`config.mk`:
```
export PLATFORM = sky130hd
export DESIGN_NAME = exp_range_reducer_flat
export DESIGN_NICKNAME = d
export VERILOG_FILES = /design/src/rtl/exp_pkg.sv /design/src/rtl/exp_range_reducer_if.sv /design/src/rtl/exp_pwl_lut.sv /design/src/rtl/exp_range_reducer.sv /design/src/flat_wrapper.sv
export SDC_FILE = /design/constraint.sdc
export NUM_CORES = 1
export LEC_CHECK = 0
export BUFFER_PORTS_ARGS = -buffer_cell sky130_fd_sc_hd__clkbuf_2
export CORE_MARGIN = 1
export CORE_UTILIZATION = 30
export CTS_CLUSTER_SIZE = 8
export DETAILED_ROUTE_END_ITERATION = 6
export SLEW_MARGIN = 20
export SYNTH_ARGS = -nofsm -noshare
export SYNTH_HDL_FRONTEND = slang
export SYNTH_SLANG_ARGS = --single-unit
export TNS_END_PERCENT = 10
```
`constraint.sdc`:
```
create_clock -name clk -period 2.3 [get_ports clk]
set_input_delay 0.115 -clock clk [delete_from_list [all_inputs] [get_ports clk]]
set_output_delay 0.115 -clock clk [all_outputs]
set_load 0.01 [all_outputs]
```
`src/rtl/exp_pkg.sv`:
```
// Shared constants, types and the 2^f chord table for the GELU exponent range reducer.
package exp_pkg;

  localparam int unsigned Q         = 26;
  localparam int unsigned W         = 32;
  localparam int unsigned INT_WIDTH = 5;
  localparam int unsigned SEG_BITS  = 3;
  localparam int unsigned NUM_SEG   = 1 << SEG_BITS;

  typedef logic signed [W-1:0]         q_t;
  typedef logic signed [INT_WIDTH-1:0] int_t;
  typedef logic        [Q-1:0]         frac_t;
  typedef logic        [SEG_BITS-1:0]  seg_t;

  // round(log2(e) * 2^26)
  localparam q_t LOG2E_Q = 32'sd96817625;

  // Chord of 2^f over [i/8, (i+1)/8), applied to the full fraction: 2^f ~= f*k + b.
  localparam q_t K_LUT [NUM_SEG] = '{
    32'sd48590969, 32'sd52988827, 32'sd57784726, 32'sd63014691,
    32'sd68718007, 32'sd74937518, 32'sd81719943, 32'sd89116230
  };

  localparam q_t B_LUT [NUM_SEG] = '{
    32'sd67108864, 32'sd66559132, 32'sd65360157, 32'sd63398920,
    32'sd60547262, 32'sd56660068, 32'sd51573249, 32'sd45101498
  };

endpackage

```
`src/rtl/exp_range_reducer_if.sv`:
```
// Operand-in / reduced-exponent-out bundle between the range reducer and its neighbours.
interface exp_range_reducer_if;
  import exp_pkg::*;

  logic  valid_in;
  q_t    x_in;
  logic  valid_out;
  int_t  integer_part;
  frac_t frac_part;
  q_t    k_coeff;
  q_t    b_intercept;

  modport master (
    output valid_in,
    output x_in,
    input  valid_out,
    input  integer_part,
    input  frac_part,
    input  k_coeff,
    input  b_intercept
  );

  modport slave (
    input  valid_in,
    input  x_in,
    output valid_out,
    output integer_part,
    output frac_part,
    output k_coeff,
    output b_intercept
  );

endinterface

```
`src/rtl/exp_pwl_lut.sv`:
```
// Combinational segment -> {slope, intercept} lookup for the piecewise-linear 2^f.
module exp_pwl_lut
  import exp_pkg::*;
(
  input  seg_t seg_i,
  output q_t   k_o,
  output q_t   b_o
);

  always_comb begin
    k_o = K_LUT[seg_i];
    b_o = B_LUT[seg_i];
  end

endmodule

```
`src/rtl/exp_range_reducer.sv`:
```
// Three-stage reducer: t = x*log2(e), split into saturated floor(t) and fraction, then
// fetch the 2^f chord coefficients so all four EU operands leave in the same cycle.
module exp_range_reducer
  import exp_pkg::*;
(
  input  logic              clk,
  input  logic              rst_n,
  exp_range_reducer_if.slave rr_io
);

  localparam logic signed [2*W-1:0] IpMax = (64'sd1 <<< (INT_WIDTH - 1)) - 64'sd1;
  localparam logic signed [2*W-1:0] IpMin = -(64'sd1 <<< (INT_WIDTH - 1));
  localparam int_t IntMax = {1'b0, {(INT_WIDTH-1){1'b1}}};
  localparam int_t IntMin = {1'b1, {(INT_WIDTH-1){1'b0}}};

  // Stage 1: full-precision product, 2Q fractional bits
  logic signed [2*W-1:0] prod_d;
  logic signed [2*W-1:0] prod_q;
  logic                  v1_q;

  assign prod_d = $signed({{W{rr_io.x_in[W-1]}}, rr_io.x_in}) *
                  $signed({{W{1'b0}}, LOG2E_Q});

  always_ff @(posedge clk or negedge rst_n) begin
    if (!rst_n) begin
      v1_q   <= 1'b0;
      prod_q <= '0;
    end else begin
      v1_q <= rr_io.valid_in;
      if (rr_io.valid_in) begin
        prod_q <= prod_d;
      end
    end
  end

  // Stage 2: range split; saturation judged on the untruncated floor so nothing wraps
  logic signed [2*W-1:0] ip_full;
  int_t                  int_d;
  int_t                  int_q;
  frac_t                 fr_d;
  frac_t                 fr_q;
  logic                  v2_q;

  assign ip_full = prod_q >>> (2 * Q);

  always_comb begin
    int_d = ip_full[INT_WIDTH-1:0];
    fr_d  = prod_q[2*Q-1:Q];
    if (ip_full > IpMax) begin
      int_d = IntMax;
      fr_d  = '1;
    end else if (ip_full < IpMin) begin
      int_d = IntMin;
      fr_d  = '0;
    end
  end

  always_ff @(posedge clk or negedge rst_n) begin
    if (!rst_n) begin
      v2_q  <= 1'b0;
      int_q <= '0;
      fr_q  <= '0;
    end else begin
      v2_q <= v1_q;
      if (v1_q) begin
        int_q <= int_d;
        fr_q  <= fr_d;
      end
    end
  end

  // Stage 3: coefficient fetch, everything registered together
  seg_t  seg;
  q_t    k_lut;
  q_t    b_lut;
  logic  v3_q;
  int_t  int3_q;
  frac_t fr3_q;
  q_t    k3_q;
  q_t    b3_q;

  assign seg = fr_q[Q-1 -: SEG_BITS];

  exp_pwl_lut u_lut (
    .seg_i (seg),
    .k_o   (k_lut),
    .b_o   (b_lut)
  );

  always_ff @(posedge clk or negedge rst_n) begin
    if (!rst_n) begin
      v3_q   <= 1'b0;
      int3_q <= '0;
      fr3_q  <= '0;
      k3_q   <= '0;
      b3_q   <= '0;
    end else begin
      v3_q <= v2_q;
      if (v2_q) begin
        int3_q <= int_q;
        fr3_q  <= fr_q;
        k3_q   <= k_lut;
        b3_q   <= b_lut;
      end
    end
  end

  assign rr_io.valid_out    = v3_q;
  assign rr_io.integer_part = int3_q;
  assign rr_io.frac_part    = fr3_q;
  assign rr_io.k_coeff      = k3_q;
  assign rr_io.b_intercept  = b3_q;

endmodule

```
`src/flat_wrapper.sv`:
```
// flat-port wrapper written by rule: the top's interface ports become plain ports
module exp_range_reducer_flat import exp_pkg::*;
  (clk, rst_n, rr_io_valid_in, rr_io_x_in, rr_io_valid_out, rr_io_integer_part, rr_io_frac_part, rr_io_k_coeff, rr_io_b_intercept);
  exp_range_reducer_if rr_io_i ();
  input  logic clk;
  input  logic rst_n;
  input wire logic [$bits(rr_io_i.valid_in)-1:0] rr_io_valid_in;
  input wire logic [$bits(rr_io_i.x_in)-1:0] rr_io_x_in;
  output wire logic [$bits(rr_io_i.valid_out)-1:0] rr_io_valid_out;
  output wire logic [$bits(rr_io_i.integer_part)-1:0] rr_io_integer_part;
  output wire logic [$bits(rr_io_i.frac_part)-1:0] rr_io_frac_part;
  output wire logic [$bits(rr_io_i.k_coeff)-1:0] rr_io_k_coeff;
  output wire logic [$bits(rr_io_i.b_intercept)-1:0] rr_io_b_intercept;
  assign rr_io_i.valid_in = rr_io_valid_in;
  assign rr_io_i.x_in = rr_io_x_in;
  assign rr_io_valid_out = rr_io_i.valid_out;
  assign rr_io_integer_part = rr_io_i.integer_part;
  assign rr_io_frac_part = rr_io_i.frac_part;
  assign rr_io_k_coeff = rr_io_i.k_coeff;
  assign rr_io_b_intercept = rr_io_i.b_intercept;
  exp_range_reducer u_core (.clk(clk), .rst_n(rst_n), .rr_io(rr_io_i));
endmodule
```
==> impl_results.html, run 1 <==
<table>
<tr><th>Metric</th><th>Value</th></tr>
<tr><th colspan="2">Outcome</th></tr>
<tr><td>Run status</td><td>complete, but fails checks</td></tr>
<tr><td>Violations in the final reports</td><td>design-rule violations, negative setup slack</td></tr>
<tr><th colspan="2">Final layout</th></tr>
<tr><td>Antenna diode count</td><td>0</td></tr>
<tr><td>Fill cell count</td><td>7206</td></tr>
<tr><td>Share of cells above drive strength 1</td><td>0.275</td></tr>
<tr><td>Fin nets</td><td>3465</td></tr>
<tr><td>P&amp;R area growth vs syn</td><td>26.7%</td></tr>
<tr><th colspan="2">Clock tree</th></tr>
<tr><td>Number of sinks on the clock net</td><td>145</td></tr>
<tr><td>Total CTS buffers</td><td>17</td></tr>
<tr><td>Source-to-sink clock delay at the later pin of the worst-skew pair</td><td>420 ps</td></tr>
<tr><td>CTS clock-pin slew for the worst setup and hold paths</td><td>70 ps</td></tr>
<tr><td>Maximum number of buffers from clock root to sink</td><td>2</td></tr>
<tr><td>Number of H-tree levels</td><td>4</td></tr>
<tr><td>TritonCTS clock tree</td><td>built</td></tr>
<tr><td>Clock root buffer</td><td>sky130_fd_sc_hd__clkbuf_16</td></tr>
<tr><th colspan="2">Timing</th></tr>
<tr><td>Min Tclk post-route</td><td>5650 ps</td></tr>
<tr><td>Final Hold Violating Endpoints</td><td>0</td></tr>
<tr><td>Maximum clock skew at final layout</td><td>15.1 ps</td></tr>
<tr><td>Final setup violation count</td><td>34</td></tr>
<tr><td>Post-route fraction of the period consumed by the critical path</td><td>2.46</td></tr>
<tr><td>Fin worst setup slack</td><td>-3350 ps</td></tr>
<tr><td>Remaining max-slew budget at the tightest pin</td><td>0.602</td></tr>
<tr><td>Highest clock frequency the design can meet</td><td>177 MHz</td></tr>
<tr><td>Pins over their slew limit</td><td>0</td></tr>
<tr><td>TNS Setup</td><td>-105220 ps</td></tr>
<tr><td>Worst Tran Pin Value</td><td>597 ps</td></tr>
<tr><td>RSZ-0062 raised after global routing</td><td>yes</td></tr>
<tr><th colspan="2">Yosys</th></tr>
<tr><td>Share of the synthesized area in the top cell type</td><td>0.332</td></tr>
<tr><td>Share of the yosys chip area belonging to registers</td><td>0.163</td></tr>
<tr><td>Post-synthesis instance total</td><td>2284</td></tr>
<tr><td>Cell types occupying the most area after synthesis</td><td>sky130_fd_sc_hd__fa_1, sky130_fd_sc_hd__ha_1, sky130_fd_sc_hd__dfrtp_1</td></tr>
<tr><td>Count of yosys warnings during synthesis</td><td>0</td></tr>
<tr><td>Number of flops mapped to enable cells by yosys</td><td>0</td></tr>
<tr><td>Number of distinct library cells after synthesis</td><td>66</td></tr>
<tr><td>Post-synthesis sequential element count</td><td>145</td></tr>
<tr><td>Combined area of all synthesized cells</td><td>22300 sq um</td></tr>
<tr><td>Area leader, netlist</td><td>sky130_fd_sc_hd__fa_1</td></tr>
<tr><td>Most used flip-flop cell after synthesis</td><td>sky130_fd_sc_hd__dfrtp_1</td></tr>
<tr><td>Fraction of registers with async set or reset after synthesis</td><td>1.00</td></tr>
<tr><td>Syn Area/Cell</td><td>9.77 sq um</td></tr>
<tr><th colspan="2">GRT</th></tr>
<tr><td>Initial antenna violation count</td><td>0</td></tr>
<tr><td>Maximum number of pins on one net before global-route repair</td><td>68</td></tr>
<tr><td>Number of global-route vias before repair</td><td>17200</td></tr>
<tr><td>Overflow left after global routing</td><td>0</td></tr>
<tr><td>Total GRT Usage</td><td>0.157</td></tr>
<tr><td>Wire length of the first global-routing pass</td><td>92700 um</td></tr>
<tr><th colspan="2">Floorplan</th></tr>
<tr><td>Standard-cell rows</td><td>99</td></tr>
<tr><td>Initial Util</td><td>0.305</td></tr>
<tr><td>Die footprint</td><td>75400 sq um</td></tr>
<tr><td>Standard cell core area</td><td>73200 sq um</td></tr>
<tr><td>Die X</td><td>275 um</td></tr>
<tr><td>Die H</td><td>275 um</td></tr>
<tr><td>Boundary Pins</td><td>131</td></tr>
<tr><th colspan="2">Hold path</th></tr>
<tr><td>Hold path cells</td><td>4</td></tr>
<tr><td>Worst Hold Class</td><td>in -&gt; reg</td></tr>
<tr><th colspan="2">Drt</th></tr>
<tr><td>Post-Route WL</td><td>57500 um</td></tr>
<tr><td>Router iterations before antenna repair</td><td>7</td></tr>
<tr><td>Residual DRC count</td><td>8</td></tr>
<tr><td>Number of DRC markers in iteration 0</td><td>776</td></tr>
<tr><td>Total vias in the final route</td><td>16100</td></tr>
<tr><td>Post-detailed-route count of antenna-violating nets</td><td>0</td></tr>
<tr><td>Post-DR vias/cell</td><td>4.35</td></tr>
<tr><td>Wirelength per Cell</td><td>15.5 um</td></tr>
<tr><th colspan="2">Critical path</th></tr>
<tr><td>Crit path kind</td><td>in -&gt; reg</td></tr>
<tr><td>CP Max Fanout</td><td>5</td></tr>
<tr><td>Data required time at the worst endpoint</td><td>2610 ps</td></tr>
<tr><td>Data arrival time of the critical path</td><td>5960 ps</td></tr>
<tr><td>Sort of element at the end of the critical path</td><td>flop</td></tr>
<tr><td>Cell count of the worst reg-to-reg path</td><td>5</td></tr>
<tr><td>Type of origin of the critical path</td><td>input port</td></tr>
<tr><th colspan="2">Place</th></tr>
<tr><td>Hpwl dp</td><td>49800 um</td></tr>
<tr><td>RePlAce Congestion</td><td>0.984</td></tr>
<tr><td>Port Buffers</td><td>120</td></tr>
<tr><th colspan="2">Job</th></tr>
<tr><td>Max Cap Viol</td><td>0</td></tr>
</table>
logic make-up (layout without fill, tap and decap cells):
logic type	after synthesis	count (layout)	share of synthesized area
other	1	10	0.000168
xor gates and xnor gates	52	52	0.0204
DFF	145	145	0.163
adders and majority gates	693	693	0.513
and+or+nand+nor	240	240	0.0494
muxes	76	76	0.0380
AOI/OAI and AO/OA	277	277	0.0780
buffers and inverters	800	1258	0.138
sequential cells by signal, indices dropped and copies added, names as in the netlist:
register / flops
u_core.fr_q: 26
u_core.int_q: 5
u_core.prod_q: 34
u_core.rr_io.b_intercept: 26
u_core.rr_io.frac_part: 25
u_core.rr_io.integer_part: 5
u_core.rr_io.k_coeff: 21
u_core.rr_io.valid_out: 1
u_core.v1_q: 1
u_core.v2_q: 1
cell usage in the layout (no fill, tap or decap), types with 30 or more instances in the layout:
master                     Yosys  final
sky130_fd_sc_hd__inv_2         0     33
sky130_fd_sc_hd__xnor2_1      34     32
sky130_fd_sc_hd__ha_4          0     30
sky130_fd_sc_hd__mux2_2       69     68
sky130_fd_sc_hd__dfrtp_1     145    144
sky130_fd_sc_hd__inv_1       735    691
sky130_fd_sc_hd__clkbuf_2      0    105
sky130_fd_sc_hd__fa_1        370    356
sky130_fd_sc_hd__nor2_1       86     81
sky130_fd_sc_hd__nand2_1      72     69
sky130_fd_sc_hd__ha_1        322    291
sky130_fd_sc_hd__a21oi_1      91     72
sky130_fd_sc_hd__o21ai_0      52     34
sky130_fd_sc_hd__o22ai_1      30     30
sky130_fd_sc_hd__buf_4        18    352
per-stage QoR:
step	cells	hold WS (ps)	instance area [sq um]	setup slack, ps	util
2_1_floorplan	2293	-181	22400	-3350	-
3_3_place_gp	3655	140	26500	-4040	0.362
3_5_place_dp	3655	143	26500	-4030	0.362
4_1_cts	3699	132	27700	-3500	0.378
5_1_grt	3710	155	28300	-3520	0.386
6_report	3710	131	28300	-3350	0.386
path summary, 6_finish.rpt:
path                                               to  slack, ps                      from
max in group asynchronous  u_core.rr_io.frac_part[16]       1280                     rst_n
setup reg to reg              u_core.rr_io.k_coeff[7]        350           u_core.fr_q[24]
hold reg to reg              u_core.rr_io.k_coeff[16]        480  u_core.rr_io.k_coeff[16]
setup / recovery                    u_core.prod_q[48]      -3350             rr_io_x_in[8]
hold / removal                      u_core.prod_q[51]        130            rr_io_valid_in
min in group asynchronous     u_core.rr_io.k_coeff[2]        230                     rst_n
worst max-delay path: stages:
cell	delay [ps]
sky130_fd_sc_hd__clkbuf_16	110
sky130_fd_sc_hd__buf_4	100
sky130_fd_sc_hd__inv_2	40
sky130_fd_sc_hd__fa_1	540
sky130_fd_sc_hd__inv_1	70
sky130_fd_sc_hd__ha_4	260
sky130_fd_sc_hd__fa_1	450
sky130_fd_sc_hd__fa_1	500
sky130_fd_sc_hd__fa_1	520
sky130_fd_sc_hd__fa_1	510
sky130_fd_sc_hd__inv_1	50
sky130_fd_sc_hd__fa_1	590
sky130_fd_sc_hd__inv_2	70
sky130_fd_sc_hd__ha_4	300
sky130_fd_sc_hd__nand4_1	120
sky130_fd_sc_hd__or3_4	370
sky130_fd_sc_hd__o32ai_4	280
sky130_fd_sc_hd__nor3b_2	100
sky130_fd_sc_hd__o21ai_2	210
sky130_fd_sc_hd__a21boi_2	110
sky130_fd_sc_hd__buf_4	150
sky130_fd_sc_hd__xnor2_1	120
sky130_fd_sc_hd__mux2_2	260
cells in the mapped netlist (7+ instances only):
library cell,n
sky130_fd_sc_hd__mux2_2,69
sky130_fd_sc_hd__inv_1,735
sky130_fd_sc_hd__fa_1,370
sky130_fd_sc_hd__clkbuf_1,30
sky130_fd_sc_hd__nand2b_1,7
sky130_fd_sc_hd__ha_1,322
sky130_fd_sc_hd__a21oi_1,91
sky130_fd_sc_hd__nor2b_1,9
sky130_fd_sc_hd__nand3_1,13
sky130_fd_sc_hd__mux2i_1,7
sky130_fd_sc_hd__o22ai_1,30
sky130_fd_sc_hd__nor3_1,7
sky130_fd_sc_hd__dfrtp_1,145
sky130_fd_sc_hd__buf_4,18
sky130_fd_sc_hd__o21bai_1,10
sky130_fd_sc_hd__nand4_1,16
sky130_fd_sc_hd__buf_2,10
sky130_fd_sc_hd__nand2_1,72
sky130_fd_sc_hd__o21a_1,8
sky130_fd_sc_hd__xor2_1,18
sky130_fd_sc_hd__xnor2_1,34
sky130_fd_sc_hd__and3_1,8
sky130_fd_sc_hd__nor2_1,86
sky130_fd_sc_hd__o21ai_0,52
sky130_fd_sc_hd__a21o_1,25
sky130_fd_sc_hd__a31oi_1,13
layer usage:
layer,wire length [um],global-route usage,up-vias
met5,0,0,-
met4,1780,0.0471,0
met3,1910,0.0159,84
met2,27200,0.264,287
met1,26600,0.213,7880
li1,-,-,7889
what timing repair did:
action	CTS	global route
hold buffers	1	0
resized for setup	89	136
setup buffers	11	12
endpoints found under the setup margin	34	34
hold endpoints to repair	58	0
pin swaps	43	91
cell type report:
type,instances,area [sq um],area share
sequential,145,3630,0.129
tap,959,1200,0.0425
timing repair buffer,490,3570,0.126
clock inverter,15,215,0.00762
inverter,736,2810,0.0993
clock buffer,17,425,0.0151
multi-input combinational,1348,16400,0.581
Power of run 1 is not shown: default switching activity piles up to over one toggle a cycle in this logic, so the estimate is an artifact.
==> run 2: changes to the inputs <==
--- a/config.mk
+++ b/config.mk
@@ -14,4 +14,3 @@
 export SYNTH_ARGS = -nofsm -noshare
 export SYNTH_HDL_FRONTEND = slang
 export SYNTH_SLANG_ARGS = --single-unit
-export TNS_END_PERCENT = 10
==> impl_results.html, run 2 (synthesis results as in run 1) <==
<table>
<tr><th>Metric</th><th>Value</th></tr>
<tr><th colspan="2">Timing</th></tr>
<tr><td>Remaining max-slew budget at the tightest pin</td><td>0.616</td></tr>
<tr><td>TNS Setup</td><td>-104400 ps</td></tr>
<tr><td>Worst Tran Pin Value</td><td>576 ps</td></tr>
<tr><td>Maximum clock skew at final layout</td><td>12.4 ps</td></tr>
<tr><td>Highest clock frequency the design can meet</td><td>178 MHz</td></tr>
<tr><td>Min Tclk post-route</td><td>5630 ps</td></tr>
<tr><td>Final setup violation count</td><td>34</td></tr>
<tr><td>Fin worst setup slack</td><td>-3330 ps</td></tr>
<tr><td>Final Hold Violating Endpoints</td><td>0</td></tr>
<tr><td>Pins over their slew limit</td><td>0</td></tr>
<tr><td>Post-route fraction of the period consumed by the critical path</td><td>2.45</td></tr>
<tr><td>RSZ-0062 raised after global routing</td><td>yes</td></tr>
<tr><th colspan="2">GRT</th></tr>
<tr><td>Initial antenna violation count</td><td>0</td></tr>
<tr><td>Maximum number of pins on one net before global-route repair</td><td>68</td></tr>
<tr><td>Wire length of the first global-routing pass</td><td>93400 um</td></tr>
<tr><td>Total GRT Usage</td><td>0.158</td></tr>
<tr><td>Overflow left after global routing</td><td>0</td></tr>
<tr><td>Number of global-route vias before repair</td><td>17200</td></tr>
<tr><th colspan="2">Clock tree</th></tr>
<tr><td>TritonCTS clock tree</td><td>built</td></tr>
<tr><td>Number of H-tree levels</td><td>4</td></tr>
<tr><td>CTS clock-pin slew for the worst setup and hold paths</td><td>70 ps</td></tr>
<tr><td>Total CTS buffers</td><td>17</td></tr>
<tr><td>Number of sinks on the clock net</td><td>145</td></tr>
<tr><td>Source-to-sink clock delay at the later pin of the worst-skew pair</td><td>420 ps</td></tr>
<tr><td>Clock root buffer</td><td>sky130_fd_sc_hd__clkbuf_16</td></tr>
<tr><td>Maximum number of buffers from clock root to sink</td><td>2</td></tr>
<tr><th colspan="2">Critical path</th></tr>
<tr><td>CP Max Fanout</td><td>4</td></tr>
<tr><td>Data required time at the worst endpoint</td><td>2660 ps</td></tr>
<tr><td>Worst reg2reg startpoint</td><td>u_core.fr_q[24]</td></tr>
<tr><td>Cell count of the worst reg-to-reg path</td><td>5</td></tr>
<tr><td>Type of origin of the critical path</td><td>input port</td></tr>
<tr><td>Sort of element at the end of the critical path</td><td>flop</td></tr>
<tr><td>Crit path kind</td><td>in -&gt; reg</td></tr>
<tr><td>Data arrival time of the critical path</td><td>5990 ps</td></tr>
<tr><td>Worst R2R End</td><td>u_core.rr_io.k_coeff[15]</td></tr>
<tr><td>Setup slack on the worst flop-to-flop path</td><td>570 ps</td></tr>
<tr><th colspan="2">Place</th></tr>
<tr><td>Port Buffers</td><td>120</td></tr>
<tr><td>Hpwl dp</td><td>49600 um</td></tr>
<tr><td>Placement Setup Slack</td><td>-3930 ps</td></tr>
<tr><td>RePlAce Congestion</td><td>0.906</td></tr>
<tr><th colspan="2">Drt</th></tr>
<tr><td>Post-detailed-route count of antenna-violating nets</td><td>0</td></tr>
<tr><td>Total vias in the final route</td><td>16100</td></tr>
<tr><td>Wirelength per Cell</td><td>15.5 um</td></tr>
<tr><td>Residual DRC count</td><td>8</td></tr>
<tr><td>Router iterations before antenna repair</td><td>6</td></tr>
<tr><td>Post-Route WL</td><td>58300 um</td></tr>
<tr><td>Number of DRC markers in iteration 0</td><td>652</td></tr>
<tr><td>Post-DR vias/cell</td><td>4.28</td></tr>
<tr><th colspan="2">Floorplan</th></tr>
<tr><td>Boundary Pins</td><td>131</td></tr>
<tr><td>Standard-cell rows</td><td>99</td></tr>
<tr><td>Die H</td><td>275 um</td></tr>
<tr><td>Initial Util</td><td>0.305</td></tr>
<tr><td>Die footprint</td><td>75400 sq um</td></tr>
<tr><td>Standard cell core area</td><td>73200 sq um</td></tr>
<tr><td>Die X</td><td>275 um</td></tr>
<tr><th colspan="2">Final layout</th></tr>
<tr><td>Utilization after layout</td><td>0.409</td></tr>
<tr><td>Most common cell after layout, fill and taps aside</td><td>sky130_fd_sc_hd__inv_1</td></tr>
<tr><td>Top library cells by usage in the layout, fill and taps aside</td><td>sky130_fd_sc_hd__inv_1, sky130_fd_sc_hd__buf_4, sky130_fd_sc_hd__fa_1</td></tr>
<tr><td>Fill cell count</td><td>7055</td></tr>
<tr><td>Antenna diode count</td><td>0</td></tr>
<tr><td>Footprint of the multi-input gates</td><td>17300 sq um</td></tr>
<tr><td>P&amp;R area growth vs syn</td><td>34.4%</td></tr>
<tr><td>Fin nets</td><td>3513</td></tr>
<tr><td>Most flop-heavy register</td><td>u_core.prod_q</td></tr>
<tr><td>Share of cells above drive strength 1</td><td>0.346</td></tr>
<tr><td>Number of flip-flops in the largest register</td><td>34</td></tr>
<tr><td>Sequential cell area</td><td>3630 sq um</td></tr>
<tr><th colspan="2">Outcome</th></tr>
<tr><td>Run status</td><td>complete, but fails checks</td></tr>
<tr><td>Violations in the final reports</td><td>design-rule violations, negative setup slack</td></tr>
<tr><th colspan="2">Hold path</th></tr>
<tr><td>Hold path cells</td><td>2</td></tr>
<tr><td>Worst Hold Class</td><td>in -&gt; reg</td></tr>
<tr><td>Launch instance of the worst min-delay path</td><td>rr_io_valid_in</td></tr>
<tr><td>Hold path endpoint</td><td>u_core.v1_q</td></tr>
<tr><th colspan="2">Job</th></tr>
<tr><td>Max Cap Viol</td><td>0</td></tr>
</table>
-- run 2: layer usage --
metal  GRT usage  share of wire  vias to the layer above
li1            -              -                     7964
met1       0.218           0.48                     7896
met2       0.269           0.48                      186
met3      0.0144          0.024                       44
met4      0.0306          0.017                        0
met5           0              0                        -
-- run 2: final cells by class --
class | instances | share of cell area
flip-flops and latches | 145 | 0.121
well taps | 959 | 0.0400
inverters | 736 | 0.0944
clock inverters | 14 | 0.00676
multi-input cells | 1348 | 0.578
repair buffers | 538 | 0.145
clock buffers | 17 | 0.0142
-- run 2: how the worst max path moves through the flow --
stage / from / cells past startpoint / to
floorplan: rr_io_x_in[30] / 23 / u_core.prod_q[56]
global placement: rr_io_x_in[25] / 22 / u_core.prod_q[56]
detailed placement: rr_io_x_in[25] / 22 / u_core.prod_q[56]
CTS: rr_io_x_in[5] / 21 / u_core.prod_q[56]
global route: rr_io_x_in[12] / 21 / u_core.prod_q[56]
finish: rr_io_x_in[12] / 21 / u_core.prod_q[56]
-- run 2: stage by stage --
stage | area [sq um] | hold slack [ps] | cells
finish | 30000 | 218 | 3757
global route | 30000 | 222 | 3757
CTS | 29100 | 187 | 3736
detailed placement | 27000 | 104 | 3660
global placement | 27000 | 104 | 3660
floorplan | 22800 | -181 | 2293
-- run 2: timing repair --
item | 4_1_cts | 5_1_grt
endpoints found under the hold margin | 45 | 0
setup endpoints to repair | 34 | 34
buffers inserted | 46 | 30
gates resized for setup | 228 | 204
hold buffers | 1 | 0
pin swaps | 105 | 131
-- run 2: worst max-delay path, stage by stage --
cell,delay (ps)
sky130_fd_sc_hd__buf_8,90
sky130_fd_sc_hd__clkinvlp_4,160
sky130_fd_sc_hd__fa_1,600
sky130_fd_sc_hd__inv_2,50
sky130_fd_sc_hd__ha_4,260
sky130_fd_sc_hd__fa_2,440
sky130_fd_sc_hd__fa_1,520
sky130_fd_sc_hd__fa_1,440
sky130_fd_sc_hd__fa_1,510
sky130_fd_sc_hd__inv_1,50
sky130_fd_sc_hd__fa_2,570
sky130_fd_sc_hd__inv_2,60
sky130_fd_sc_hd__ha_4,260
sky130_fd_sc_hd__nand4_1,120
sky130_fd_sc_hd__or3_4,440
sky130_fd_sc_hd__o32ai_4,350
sky130_fd_sc_hd__nor3b_4,100
sky130_fd_sc_hd__o21ai_4,190
sky130_fd_sc_hd__a21boi_2,100
sky130_fd_sc_hd__or4_1,470
sky130_fd_sc_hd__nand4_1,100
Power of run 2 is left out for the same reason.
